File: src/rtl/nfc_sys_status_ctrl.sv
// NFC subsystem status controller: PLL-lock reset sequencer plus per-channel LED
// drivers (off / direct / pulse-stretch / blink).
module nfc_sys_status_ctrl #(
  parameter int unsigned N_CH           = 3,
  parameter int unsigned LOCK_HOLD_CYC  = 1024,
  parameter int unsigned STRETCH_CYC    = 8136000,
  parameter int unsigned BLINK_HALF_CYC = 20340000
) (
  input  logic              clk,
  input  logic              rstn,
  input  logic              pll_locked,
  input  logic [N_CH-1:0]   ch_event,
  input  logic [2*N_CH-1:0] ch_mode,
  output logic              sys_rstn,
  output logic              sys_ready,
  output logic [N_CH-1:0]   led,
  output logic [7:0]        lock_loss_cnt
);

  localparam int unsigned HW = $clog2(LOCK_HOLD_CYC + 1);
  localparam int unsigned SW = $clog2(STRETCH_CYC + 1);
  localparam int unsigned BW = $clog2(BLINK_HALF_CYC + 1);

  localparam logic [HW-1:0] HoldLast    = HW'(LOCK_HOLD_CYC - 1);
  localparam logic [SW-1:0] StretchLoad = SW'(STRETCH_CYC);
  localparam logic [BW-1:0] BlinkHalf   = BW'(BLINK_HALF_CYC);

  localparam logic [1:0] ModeOff     = 2'b00;
  localparam logic [1:0] ModeDirect  = 2'b01;
  localparam logic [1:0] ModeStretch = 2'b10;
  localparam logic [1:0] ModeBlink   = 2'b11;

  // Lock synchroniser
  logic sync1, lk_s;

  always_ff @(posedge clk or negedge rstn) begin
    if (!rstn) begin
      sync1 <= 1'b0;
      lk_s  <= 1'b0;
    end else begin
      sync1 <= pll_locked;
      lk_s  <= sync1;
    end
  end

  // Reset sequencer
  typedef enum logic [1:0] {StWaitLock, StHold, StRun} seq_e;

  seq_e            state_q, state_d;
  logic [HW-1:0]   hold_cnt_q, hold_cnt_d;
  logic [7:0]      loss_q, loss_d;
  logic            run_q;

  always_comb begin
    state_d    = state_q;
    hold_cnt_d = hold_cnt_q;
    loss_d     = loss_q;
    case (state_q)
      StWaitLock: begin
        if (lk_s) begin
          state_d    = StHold;
          hold_cnt_d = '0;
        end
      end
      StHold: begin
        if (!lk_s) begin
          state_d    = StWaitLock;
          hold_cnt_d = '0;
        end else if (hold_cnt_q == HoldLast) begin
          state_d = StRun;
        end else begin
          hold_cnt_d = hold_cnt_q + HW'(1);
        end
      end
      StRun: begin
        if (!lk_s) begin
          state_d = StWaitLock;
          if (loss_q != 8'hff) loss_d = loss_q + 8'd1;
        end
      end
      default: state_d = StWaitLock;
    endcase
  end

  always_ff @(posedge clk or negedge rstn) begin
    if (!rstn) begin
      state_q    <= StWaitLock;
      hold_cnt_q <= '0;
      loss_q     <= '0;
      run_q      <= 1'b0;
    end else begin
      state_q    <= state_d;
      hold_cnt_q <= hold_cnt_d;
      loss_q     <= loss_d;
      run_q      <= (state_q == StRun);
    end
  end

  assign sys_rstn      = run_q;
  assign sys_ready     = run_q;
  assign lock_loss_cnt = loss_q;

  // Per-channel LED drivers, independent of the sequencer
  for (genvar i = 0; i < N_CH; i++) begin : g_ch
    logic [1:0]    mode_q;
    logic [1:0]    mode_cur;
    logic [SW-1:0] scnt_q, scnt_d;
    logic [BW-1:0] bcnt_q, bcnt_d;
    logic          led_q, led_d;

    assign mode_cur = ch_mode[2*i +: 2];

    always_comb begin
      scnt_d = scnt_q;
      bcnt_d = bcnt_q;
      led_d  = 1'b0;
      // A mode change blanks the LED for one clock and discards counter progress
      if (mode_cur != mode_q) begin
        scnt_d = '0;
        bcnt_d = '0;
      end else begin
        case (mode_cur)
          ModeOff:    led_d = 1'b0;
          ModeDirect: led_d = ch_event[i];
          ModeStretch: begin
            if (ch_event[i]) begin
              scnt_d = StretchLoad;
            end else if (scnt_q != '0) begin
              scnt_d = scnt_q - SW'(1);
            end
            led_d = (scnt_d != '0);
          end
          ModeBlink: begin
            // bcnt == 0 marks a fresh assertion; otherwise it counts 1..BLINK_HALF_CYC
            if (!ch_event[i]) begin
              bcnt_d = '0;
              led_d  = 1'b0;
            end else if (bcnt_q == '0) begin
              bcnt_d = BW'(1);
              led_d  = 1'b1;
            end else if (bcnt_q == BlinkHalf) begin
              bcnt_d = BW'(1);
              led_d  = ~led_q;
            end else begin
              bcnt_d = bcnt_q + BW'(1);
              led_d  = led_q;
            end
          end
          default: led_d = 1'b0;
        endcase
      end
    end

    always_ff @(posedge clk or negedge rstn) begin
      if (!rstn) begin
        mode_q <= ModeOff;
        scnt_q <= '0;
        bcnt_q <= '0;
        led_q  <= 1'b0;
      end else begin
        mode_q <= mode_cur;
        scnt_q <= scnt_d;
        bcnt_q <= bcnt_d;
        led_q  <= led_d;
      end
    end

    assign led[i] = led_q;
  end

endmodule
File: config.mk
export PLATFORM = sky130hd
export DESIGN_NAME = nfc_sys_status_ctrl
export DESIGN_NICKNAME = d
export VERILOG_FILES = /design/src/rtl/nfc_sys_status_ctrl.sv
export SDC_FILE = /design/constraint.sdc
export NUM_CORES = 1
export LEC_CHECK = 0
export ABC_AREA = 1
export CORE_MARGIN = 2
export CORE_UTILIZATION = 35
export CTS_BUF_LIST = sky130_fd_sc_hd__clkbuf_16
export DETAILED_ROUTE_END_ITERATION = 6
export GPL_ROUTABILITY_DRIVEN = 0
export GPL_TIMING_DRIVEN = 0
export PLACE_DENSITY_LB_ADDON = 0.05
export REMOVE_ABC_BUFFERS = 1
export SETUP_SLACK_MARGIN = 0.3
export SLEW_MARGIN = 20
export SYNTH_ARGS = -nofsm -noshare
export SYNTH_HDL_FRONTEND = slang
export SYNTH_SLANG_ARGS = --single-unit
File: constraint.sdc
create_clock -name clk -period 2.45 [get_ports clk]
set_input_delay 0.49 -clock clk [delete_from_list [all_inputs] [get_ports clk]]
set_output_delay 0.49 -clock clk [all_outputs]
set_load 0.01 [all_outputs]
---- Word level (Yosys, flattened, before mapping) ----
Cells that the tools add are included.
W data, S select, Z words.
storage, ports and cells
  bits in registers ....................... 177
  output and inout bits ................... 13
cells by class
  reductions and logical operators ........ 23
  eq/ne operators ......................... 26
  muxes and demuxes ....................... 57
  add/subtract/negate cells ............... 8
  bitwise logic cells ..................... 4
operators with widths
  kind                     number
  $mux W23                 18
  $mux W25                 15
  $reduce_bool A23 Y1      6
  $add A25 B1 Y25 const B  3
  $eq A25 B25 Y1 const B   3
  $logic_not A25 Y1        3
  $sub A23 B1 Y23 const B  3
  $mux W11                 3
  $pmux W11 S2             1
  $ne A5 B5 Y1 const B     3
  $eq A2 B2 Y1 const B     7
  $reduce_bool A2 Y1       7
  $mux W1                  12
  $pmux W1 S4              3
  $add A11 B1 Y11 const B  1
  $eq A11 B10 Y1 const B   1
  $reduce_and A3 Y1        3
  $add A8 B1 Y8 const B    1
  $eq A2 B1 Y1 const B     4
  $logic_not A2 Y1         4
  $mux W2                  4
  $ne A8 B8 Y1 const B     1
  $ne A2 B2 Y1             3
  $ne A3 B3 Y1 const B     2
  other kinds (3)          7

---- Longest topological paths before layout ----
Gate-level depths: netlist of the first run.
  word-level depth ........................ 8
  mapped depth ............................ 18

---- Worst setup path before layout of the first run ----
No wires, ideal clock.
  path kind ............................... reg-to-reg
  from .................................... reg g_ch[0].scnt_q[0]
  to ...................................... reg g_ch[0].led_q
  data required time ...................... 2,334 ps
  path slack .............................. 474 ps
  setup time .............................. 116 ps
  arrival ................................. 1,860 ps
  path buffers ............................ 1
  period minus slack after synthesis ...... 1,976 ps
  stages on the path, launching flop included .. 19
  cells stage by stage .................... dfrtp_1 inv_1 ha_1 clkbuf_1 nand2_1 nor2_2 nand2_1 nand2_1 nand2_1 nand3_1 nand2_1 nor2_1 nand2_1 nor2_1 nand2_1 nand2_1 nand2_1 nand2_1 nand2_1
between the ends
  longest elaborated chain between the ends .. 8
  elaborated cells between the ends (all ways) .. 9
RTL lines
  what                                                    RTL line  text
  start, declared                                         107       logic [SW-1:0] scnt_q, scnt_d;
  start signal, assigned                                  162       scnt_q <= scnt_d;
  $sub A23 B1 Y23 or $reduce_bool A23 Y1 (tied branches)  129, 128
  $mux W23 (*)                                            128       end else if (scnt_q != '0) begin
  $mux W23 (*)                                            126       if (ch_event[i]) begin
  $mux W23 (*)                                            122       case (mode_cur)
  $mux W23 (*)                                            118       if (mode_cur != mode_q) begin
  $reduce_bool A23 Y1 (*)                                 131       led_d = (scnt_d != '0);
  $pmux W1 S4 (*)                                         122
  $mux W1 (*)                                             118
  end signal, assigned                                    164       led_q <= led_d;
  end, declared                                           109       logic led_q, led_d;
Every way passes the cells marked *; elsewhere a longest branch is shown, timed or not. The select of a mux whose other input is x is not followed.
A chain may end at the register's enable or synchronous reset.

---- Final worst setup path of the first run ----
  from .................................... reg g_ch[2].scnt_q[12]
  to ...................................... reg g_ch[2].led_q
between the ends
  longest elaborated chain between the ends .. 8
  elaborated cells between the ends (all ways) .. 9
RTL lines
  what                                                    RTL line
  start, declared                                         107
  start signal, assigned                                  162
  $sub A23 B1 Y23 or $reduce_bool A23 Y1 (tied branches)  129, 128
  $mux W23 (*)                                            128
  $mux W23 (*)                                            126
  $mux W23 (*)                                            122
  $mux W23 (*)                                            118
  $reduce_bool A23 Y1 (*)                                 131
  $pmux W1 S4 (*)                                         122
  $mux W1 (*)                                             118
  end signal, assigned                                    164
  end, declared                                           109
Marks and branches as above.

==> results of run 1 <==
-- power by group --
part | switching (mW) | internal [mW] | leakage, nW | total [mW]
logic | 1.93 | 1.14 | 3.65 | 3.07
clock network | 1.26 | 1.60 | 0.282 | 2.85
registers | 0.0985 | 3.01 | 2.41 | 3.11
-- flip-flops by register name, summed over array words and instances, names as in the netlist --
register	flops
g_ch.scnt_q	69
g_ch.mode_q	6
state_q	2
g_ch.led_q	3
hold_cnt_q	11
lk_s	1
g_ch.bcnt_q	75
sys_ready	1
sync1	1
lock_loss_cnt	8
-- cells by family after synthesis --
kind of cell               Yosys count
adders and majority gates           14
AOI/OAI and AO/OA                  208
buffers and inverters              260
DFF                                177
and+or+nand+nor                    905
xor gates and xnor gates            50
-- cell usage in the layout, fill, tap and decap left out, drive strengths merged, types with 6 or more instances in the layout --
master           n
o22ai           41
nor4            23
o21ai           83
xor2            40
xnor2           10
a31oi            6
clkinvlp        13
inv            224
clkinv           6
nor2           261
dfrtp          177
o32ai            7
nand2          345
nand3          160
a21oi           58
clkdlybuf4s50   15
buf             55
nor3            55
nand4           52
clkbuf          19
ha              14
-- what timing repair did --
item / CTS / global route
endpoints found under the setup margin: 72 / 60
setup buffers: 15 / 36
hold buffers: 1 / 0
cloned: 3 / 4
pin swaps: 4 / 36
resized for setup: 63 / 119
hold endpoints to repair: 49 / 0
-- worst register-to-register path: cells and delay by family (launching register included) --
| kind | cells | cell delay (ns) |
|---|---|---|
| simple gates | 14 | 1.59 |
| flops | 1 | 0.42 |
-- per-layer routing --
metal,GRT usage,wire (um),vias up
met5,0,0,-
met4,0.04992,530,0
met3,0.03102,919,41
met2,0.3081,14490,176
met1,0.2677,15860,5132
li1,-,-,5490
-- cell type report --
cell class              instances  area share
clock buffers                  17     0.03077
flip-flops and latches        177      0.3218
inverters                     228     0.06390
repair inverters                3    0.001267
repair buffers                 80     0.05539
clock inverters                15     0.01222
multi-input cells            1180      0.4747
well taps                     442     0.04001
-- worst paths after layout --
check | cells after the start | slack, ns | end | start
worst max register to register | 14 | 0.33 | g_ch[2].led_q | g_ch[2].scnt_q[12]
worst min register to register | 0 | 0.35 | lk_s | sync1
max in group asynchronous | 3 | 1.20 | g_ch[1].bcnt_q[16] | rstn
worst min-delay path | 1 | 0.30 | g_ch[1].mode_q[1] | ch_mode[3]
min in group asynchronous | 2 | 0.55 | lock_loss_cnt[3] | rstn
worst max-delay path | 14 | 0.33 | g_ch[2].led_q | g_ch[2].scnt_q[12]
==> results.py, run 1 <==
metrics = {
    "floorplan": {
        "fp.dieH_um": 184.5,
        "die_w_um": 184.5,
        "rows": 66,
        "die-area_um2": 34040,
        "core_area_um2": 32290,
        "start_util": 0.3532,
        "io_pins": 25,
    },
    "sta": {
        "hold_slack_ns": 0.3012,
        "rsz0062_at_grt": "yes",
        "setup_tns_ns": 0,
        "min_period_over_period": 0.8665,
        "tightest_slew_ns": 0.7798,
        "maxSlewViolCount": 0,
        "skew_ns": 0.007502,
        "slew_headroom": 0.4782,
        "setup_violations": 0,
        "fin_crit_ns": 2.123,
        "fmax_ghz": 0.4710,
        "final_hold_viol_count": 0,
        "layout_setup_ws_ns": 0.3271,
    },
    "placement": {
        "dpl.cell_count": 2051,
        "pre_cts_ws_ns": -0.7496,
        "placed_area_um2": 12130,
        "port_buffers": 24,
        "place_hpwl_um": 22000,
    },
    "routing": {
        "drtPass1Iterations": 5,
        "drtIter0Drc": 731,
        "routed_via_density": 5.060,
        "routedWlPerCell_um": 14.85,
        "post-route-drc-count": 0,
        "vias": 10840,
        "antenna_left": 0,
        "drt_wl_total_um": 31800,
    },
    "power_and_ir_drop": {
        "powerDensity_nw_per_um2": 653.4,
        "leakagePower_nw": 6.341,
        "total_power_mw": 9.032,
        "ir_worst_vdd_mv": 0.5294,
    },
    "yosys": {
        "synth_top_family_by_area": "simple AND/OR/NAND/NOR gates",
        "syn_area_um2": 11400,
        "yosys.area_share.simple": 0.3669,
        "syn_area_per_cell_um2": 7.065,
        "synth.yosys.seq_area_share": 0.3884,
        "yosysTopAreaCellShare": 0.3884,
        "synth_mux_area_frac": 0,
        "synth_edf_count": 0,
        "synth_xor_area_frac": 0.03840,
        "synth_ff_type": "dfrtp_1",
        "synth_top_area_cell": "dfrtp_1",
        "synth_fa_ha_area_frac": 0.01536,
        "synth_compound_area_frac": 0.1019,
        "ys_warn_count": 0,
        "async_flop_share": 1.000,
        "yosys-top-cells-area": "dfrtp_1, nand2_1, nor2_1",
        "synth_common_cells": "nand2_1, nor2_1, inv_1, dfrtp_1, nand3_1",
        "ys_seq_elements": 177,
        "synth_cells": 1614,
        "synth_cell_type_count": 51,
        "yosysMostFrequentCell": "nand2_1",
    },
    "global_route": {
        "antenna_found_initial": 0,
        "grt_overflow": 0,
        "grt_max_degree": 68,
        "grt_pass1_wl_um": 52800,
        "grt_pass1_vias": 10410,
        "grt_usage": 0.1917,
    },
    "clock_network": {
        "cts_tree": "yes",
        "ctsRootBufferMaster": "clkbuf_16",
        "clk_path_buf_depth": 2,
        "insertion_delay_ns": 0.45,
        "numCtsBuffers": 17,
        "h-tree-depth": 4,
        "clkSinkCount": 177,
        "path_clk_slew_ns": 0.07,
    },
    "worst_setup_path": {
        "crit_path_start_kind": "flop",
        "max_stage_delay_ns": 0.42,
        "crit_fanout": 5,
        "slowest_stage": "dfrtp_1",
        "crit_family": "simple AND/OR/NAND/NOR gates",
        "crit_top_cell": "nand2_1",
        "arrival_ns": 2.46,
        "critPathKind": "flop to flop",
        "path_cells": "nor2_2 > nand2_2 > nor2_4 > nand3_4 > nor2_2 > nor2_1 > nand2_1 > nand3_1 > nor2_1 > nand2_1 > nor2_2 > nand3_2 > nand2_1 > nand2_1",
        "required_ns": 2.79,
        "cp_num_buf_inv": 0,
        "cp-end-kind": "flop",
    },
    "layout": {
        "area_growth_syn_to_layout_pct": 21.22,
        "diodes": 0,
        "fillers": 3305,
        "drive_gt1_frac": 0.1647,
        "fin_area_um2": 13820,
        "ff_latch_area_um2": 4448,
        "finalCoreUtilization": 0.4281,
        "multi_input_area_um2": 6561,
        "fin_cells": 2142,
        "nNetsFinal": 1713,
    },
    "hold_path": {
        "worstHoldPathType": "primary input to flop",
    },
    "flow_run": {
        "maxCapViolations": 0,
    },
    "status": {
        "outcome": "completed",
    },
}
No activity file was read; power rests on OpenSTA's default activity.
==> inputs of run 2 (changes only) <==
--- a/config.mk
+++ b/config.mk
@@ -7,8 +7,7 @@
 export LEC_CHECK = 0
 export ABC_AREA = 1
 export CORE_MARGIN = 2
-export CORE_UTILIZATION = 35
-export CTS_BUF_LIST = sky130_fd_sc_hd__clkbuf_16
+export CORE_UTILIZATION = 63
 export DETAILED_ROUTE_END_ITERATION = 6
 export GPL_ROUTABILITY_DRIVEN = 0
 export GPL_TIMING_DRIVEN = 0
==> run 2 against run 1 <==
Flip-flop and latch count is the same. Critical path depth rose by 1. Sequential share of layout area grew 1.1 points. Worst hold slack lost 0.29 ns. Clock skew increased by 0.0065 ns. Cell area decreased by 3.5%. Largest power group unchanged. Critical path type unchanged. Global-route usage grew 9.5 points. Clock power down 7.7%. Wire length is 9.1% lower. Critical endpoint is now g_ch[1].led_q.
==> results.py, run 2 (synthesis results as in run 1) <==
metrics = {
    "floorplan": {
        "start_util": 0.6392,
        "die_w_um": 138.5,
        "fp.dieH_um": 138.5,
        "rows": 49,
        "die-area_um2": 19190,
        "io_pins": 25,
        "core_area_um2": 17840,
    },
    "power_and_ir_drop": {
        "total_power_mw": 8.785,
        "powerDensity_nw_per_um2": 658.8,
        "ir_worst_vdd_mv": 0.5619,
        "leakagePower_nw": 6.288,
    },
    "placement": {
        "pre_cts_ws_ns": -0.5946,
        "dpl.cell_count": 1838,
        "place_hpwl_um": 19200,
        "port_buffers": 24,
    },
    "worst_setup_path": {
        "slowest_stage": "dfrtp_1",
        "path_cells": "nor2_1 > nand2_1 > nor2_4 > buf_4 > nand3_2 > nand2_1 > nand2_1 > nand3_1 > nand2_1 > nor2_1 > nand2_1 > nor2_1 > nand3_1 > nand2_1 > nand2_1",
        "crit_path_start_kind": "flop",
        "crit_fanout": 5,
        "max_stage_delay_ns": 0.43,
        "required_ns": 2.77,
        "cp-end-kind": "flop",
        "r2r_cells": 15,
        "critPathKind": "flop to flop",
        "arrival_ns": 2.54,
        "crit_top_cell": "nand2_1",
    },
    "layout": {
        "largestRegisters": "g_ch.bcnt_q x75, g_ch.scnt_q x69, hold_cnt_q x11",
        "layout_commonest_cell": "nand2_1",
        "fin_cells": 1920,
        "nNetsFinal": 1703,
        "regMostFlops": "g_ch.bcnt_q",
        "mostFrequentLayoutCells": "nand2_1, inv_1, nor2_1, dfrtp_1, nand3_1",
        "largest_reg_flops": 75,
        "drive_gt1_frac": 0.1550,
        "area_growth_syn_to_layout_pct": 16.94,
        "finalCoreUtilization": 0.7475,
    },
    "clock_network": {
        "insertion_delay_ns": 0.44,
        "path_clk_slew_ns": 0.08,
        "numCtsBuffers": 17,
        "cts_tree": "yes",
        "ctsRootBufferMaster": "clkbuf_16",
        "clk_path_buf_depth": 2,
        "clkSinkCount": 177,
        "h-tree-depth": 4,
    },
    "sta": {
        "min_period_over_period": 0.9046,
        "hold_slack_ns": 0.01495,
        "fin_crit_ns": 2.216,
        "layout_setup_ws_ns": 0.2337,
        "maxSlewViolCount": 0,
        "final_hold_viol_count": 0,
        "setup_violations": 0,
        "slew_headroom": 0.5312,
        "skew_ns": 0.01404,
        "tightest_slew_ns": 0.7015,
        "fmax_ghz": 0.4512,
        "rsz0062_at_grt": "yes",
    },
    "routing": {
        "drtIter0Drc": 713,
        "vias": 11190,
        "routed_via_density": 5.827,
        "drt_wl_total_um": 28910,
        "drtPass1Iterations": 6,
        "post-route-drc-count": 0,
        "antenna_left": 0,
        "routedWlPerCell_um": 15.06,
    },
    "hold_path": {
        "worstHoldPathType": "primary input to asynchronous set/reset pin",
    },
    "global_route": {
        "grt_pass1_wl_um": 46550,
        "grt_pass1_vias": 10280,
        "antenna_found_initial": 2,
        "grt_max_degree": 97,
        "grt_usage": 0.2869,
        "grt_overflow": 0,
    },
    "status": {
        "outcome": "completed",
    },
    "flow_run": {
        "maxCapViolations": 0,
    },
}
-- run 2: cell count changes in the layout (fill, tap and decap cells not counted), sizes merged, moves of 2 or more --
cell      previous run  this run
buf                 55        45
inv                224       231
bufinv               3         0
clkinvlp            13        10
clkinv               6         4
nand3              160       162
-- run 2: final cells by class --
type / count / area (um^2)
diodes: 1 / 2.502
inverters: 228 / 880.8
fillers: 1361 / 4506
clock buffers: 18 / 439.2
flip-flops and latches: 177 / 4441
multi-input cells: 1182 / 6530
repair inverters: 3 / 17.52
repair buffers: 68 / 619.3
clock inverters: 14 / 118.9
well taps: 229 / 286.5
-- run 2: what timing repair did --
item | CTS | global route
hold buffers | 0 | 0
gates cloned | 4 | 4
setup endpoints to repair | 61 | 52
pin swaps | 2 | 33
resized for setup | 40 | 121
setup buffers | 9 | 32
-- run 2: path summary, 6_finish.rpt --
path | start | to | slack (ns)
min in group clk | ch_mode[1] | g_ch[0].mode_q[1] | 0.30
min | rstn | g_ch[2].bcnt_q[20] | 0.01
max reg2reg | g_ch[1].scnt_q[12] | g_ch[1].led_q | 0.23
max | g_ch[1].scnt_q[12] | g_ch[1].led_q | 0.23
max in group asynchronous | rstn | g_ch[1].scnt_q[10] | 1.55
min reg2reg | sync1 | lk_s | 0.36
-- run 2: critical path: cells and delay by family, from the launching register on --
kind / cells / cell delay, ns
simple gates: 14 / 1.53
buf+inv: 1 / 0.16
flops: 1 / 0.43
-- run 2: power by group --
group	internal, mW	switching (mW)
clock network	1.36	1.27
logic	1.10	1.95
registers	3.01	0.0999
-- run 2: per-stage QoR --
step / area [um^2] / TNS, ns
after floorplan: 11250 / 0
after global placement: 11770 / -1186.04
after detailed placement: 11840 / -21.76
after CTS: 12630 / 0
after global routing: 13330 / 0
final: 13340 / 0
-- run 2: per-layer routing --
metal	routed length, um	global-route usage	share of wire
met1	12320	0.3796	0.43
met2	13970	0.4773	0.48
met3	1786	0.05283	0.062
met4	815	0.1015	0.028
met5	13	0	0.00045
==> inputs of run 3 (changes only) <==
--- a/config.mk
+++ b/config.mk
@@ -8,10 +8,11 @@
 export ABC_AREA = 1
 export CORE_MARGIN = 2
 export CORE_UTILIZATION = 63
+export CTS_CLUSTER_SIZE = 30
 export DETAILED_ROUTE_END_ITERATION = 6
 export GPL_ROUTABILITY_DRIVEN = 0
 export GPL_TIMING_DRIVEN = 0
-export PLACE_DENSITY_LB_ADDON = 0.05
+export PLACE_DENSITY_LB_ADDON = 0.15
 export REMOVE_ABC_BUFFERS = 1
 export SETUP_SLACK_MARGIN = 0.3
 export SLEW_MARGIN = 20
==> run 3 against run 2 <==
The flow now finishes with violations (DRC). Combinational power down 8.2%. Flip-flop and latch count unchanged. First-iteration DRC count rose by 49%. Count of clock-buffer cells in the layout shrank 1. Largest power group unchanged.
==> results.py, run 3 (synthesis results as in run 1) <==
metrics = {
    "routing": {
        "routedWlPerCell_um": 15.10,
        "dr_wl_met2_um": 13470,
        "drt_wl_total_um": 28770,
        "highest_layer": "met4",
        "vias": 11220,
        "antenna_left": 0,
        "drtPass1Iterations": 7,
        "routed_via_density": 5.890,
        "drtIter0Drc": 1064,
        "met3_length_um": 1899,
        "drt-met1-wl_um": 12950,
        "post-route-drc-count": 3,
    },
    "layout": {
        "fin_area_um2": 13190,
        "nNetsFinal": 1689,
        "multi_input_area_um2": 6475,
        "regMostFlops": "g_ch.bcnt_q",
        "layout_commonest_cell": "nand2_1",
        "largestRegisters": "g_ch.bcnt_q x75, g_ch.scnt_q x69, hold_cnt_q x11",
        "diodes": 0,
        "drive_gt1_frac": 0.1348,
        "ff_latch_area_um2": 4438,
        "fillers": 1342,
        "area_growth_syn_to_layout_pct": 15.67,
        "largest_reg_flops": 75,
        "finalCoreUtilization": 0.7393,
        "mostFrequentLayoutCells": "nand2_1, inv_1, nor2_1, dfrtp_1, nand3_1",
    },
    "placement": {
        "pre_cts_ws_ns": -0.6265,
        "placed_area_um2": 11870,
        "place_hpwl_um": 19120,
        "port_buffers": 24,
    },
    "sta": {
        "slew_headroom": 0.5183,
        "layout_setup_ws_ns": 0.2807,
        "rsz0062_at_grt": "yes",
        "hold_slack_ns": 0.2780,
        "fmax_ghz": 0.4610,
        "setup_tns_ns": 0,
        "maxSlewViolCount": 0,
        "tightest_slew_ns": 0.7218,
        "fin_crit_ns": 2.169,
        "final_hold_viol_count": 0,
        "skew_ns": 0.01130,
        "setup_violations": 0,
        "min_period_over_period": 0.8854,
    },
    "power_and_ir_drop": {
        "internal-power_mw": 5.298,
        "leakagePower_nw": 6.199,
        "ir_worst_vdd_mv": 0.5740,
        "swShare": 0.3813,
        "combPwrFrac": 0.327,
        "pwr-share-clk": 0.310,
        "seqPwrFrac": 0.363,
        "powerDensity_nw_per_um2": 649.2,
        "switching_power_mw": 3.265,
    },
    "worst_setup_path": {
        "crit_path_start_kind": "flop",
        "r2r_cells": 15,
        "cp_num_buf_inv": 1,
        "regToRegSetupSlack_ns": 0.28,
        "required_ns": 2.78,
        "slowest_stage": "dfrtp_1",
        "timing.rr.start": "g_ch[1].scnt_q[1]",
        "crit_family": "simple AND/OR/NAND/NOR gates",
        "arrival_ns": 2.50,
        "path_cells": "inv_1 > ha_1 > nand2_1 > nor2_1 > nand3_4 > nand2_2 > nand2_1 > nand3_1 > nand2_1 > nor2_1 > nand2_1 > nor2_1 > nand3_1 > nand2_1 > nand2_1",
        "r2r-end": "g_ch[1].led_q",
        "max_stage_delay_ns": 0.37,
        "critPathKind": "flop to flop",
        "cp-end-kind": "flop",
        "crit_fanout": 13,
        "crit_top_cell": "nand2_1",
    },
    "floorplan": {
        "start_util": 0.6392,
        "io_pins": 25,
        "rows": 49,
        "fp.dieH_um": 138.5,
        "die-area_um2": 19190,
        "die_w_um": 138.5,
        "core_area_um2": 17840,
    },
    "clock_network": {
        "ctsRootBufferMaster": "clkbuf_16",
        "path_clk_slew_ns": 0.07,
        "numCtsBuffers": 17,
        "clkSinkCount": 177,
        "h-tree-depth": 4,
        "cts_tree": "yes",
        "clk_path_buf_depth": 2,
        "insertion_delay_ns": 0.44,
    },
    "global_route": {
        "antenna_found_initial": 0,
        "grt_overflow": 0,
        "grt_usage": 0.2870,
        "grt_pass1_vias": 10130,
        "grt_pass1_wl_um": 46560,
        "grt_max_degree": 72,
    },
    "status": {
        "outcome": "complete, but fails checks",
        "violations": "DRC",
    },
    "flow_run": {
        "maxCapViolations": 0,
    },
    "hold_path": {
        "min_path_cells": 1,
        "holdPathEnd": "g_ch[2].mode_q[0]",
        "min-delay-start": "ch_mode[4]",
        "worstHoldPathType": "primary input to flop",
    },
}
-- run 3: changes by cell type in the layout (fill, tap and decap cells not counted), sizes merged --
cell,before,now
diode,1,0
nor2,261,262
buf,45,30
nand3,162,161
clkinvlp,10,11
clkdlybuf4s50,16,14
dlygate4sd2,2,3
dlygate4sd3,0,1
-- run 3: area by class of cell --
class | instances | area share
clock buffer | 17 | 0.03225
clock inverter | 15 | 0.01062
inverter | 228 | 0.06697
multi-input combinational | 1182 | 0.4909
sequential | 177 | 0.3365
tap | 229 | 0.02172
timing repair buffer | 54 | 0.03994
timing repair inverter | 3 | 0.001138
-- run 3: metal layers --
| layer | vias to the layer above | global-route usage |
|---|---|---|
| met3 | 52 | 0.05698 |
| met5 | - | 0 |
| met4 | 0 | 0.07895 |
| met2 | 450 | 0.4552 |
| li1 | 5462 | - |
| met1 | 5257 | 0.4063 |
-- run 3: power groups by stage --
stage	registers [mW]	clock network [mW]	logic [mW]
final	3.11	2.65	2.80
after global routing	3.12	2.80	3.09
after CTS	3.09	2.69	2.47
after detailed placement	3.15	0	2.33
after global placement	3.15	0	2.26
after floorplan	3.13	0	1.75
-- run 3: timing repair --
| item | 4_1_cts | 5_1_grt |
|---|---|---|
| setup buffers | 5 | 20 |
| cloned | 4 | 4 |
| hold endpoints to repair | 41 | 0 |
| pin swaps | 2 | 28 |
| resized for setup | 37 | 103 |
| setup endpoints to repair | 51 | 49 |
| hold buffers | 1 | 0 |
-- run 3: worst max-delay path by stage --
stage	startpoint	endpoint	cells after the start
2_1_floorplan	ch_mode[1]	g_ch[0].scnt_q[11]	3
3_3_place_gp	rstn	g_ch[1].bcnt_q[8]	1
3_5_place_dp	ch_event[2]	g_ch[2].bcnt_q[2]	8
4_1_cts	g_ch[2].scnt_q[0]	g_ch[2].led_q	15
5_1_grt	g_ch[1].scnt_q[1]	g_ch[1].led_q	13
6_report	g_ch[1].scnt_q[1]	g_ch[1].led_q	15
-- run 3: worst register-to-register path: cells and delay by family (launching register included) --
kind          cells  cell delay, ns
flops             1            0.37
simple gates     13            1.29
buf+inv           1            0.18
fa+ha+maj         1            0.22
-- run 3: metrics by stage --
step	power, mW	std cells
floorplan	4.883	1582
global placement	5.404	1835
detailed placement	5.472	1839
CTS	8.254	1881
global route	9.014	1905
finish	8.564	1905
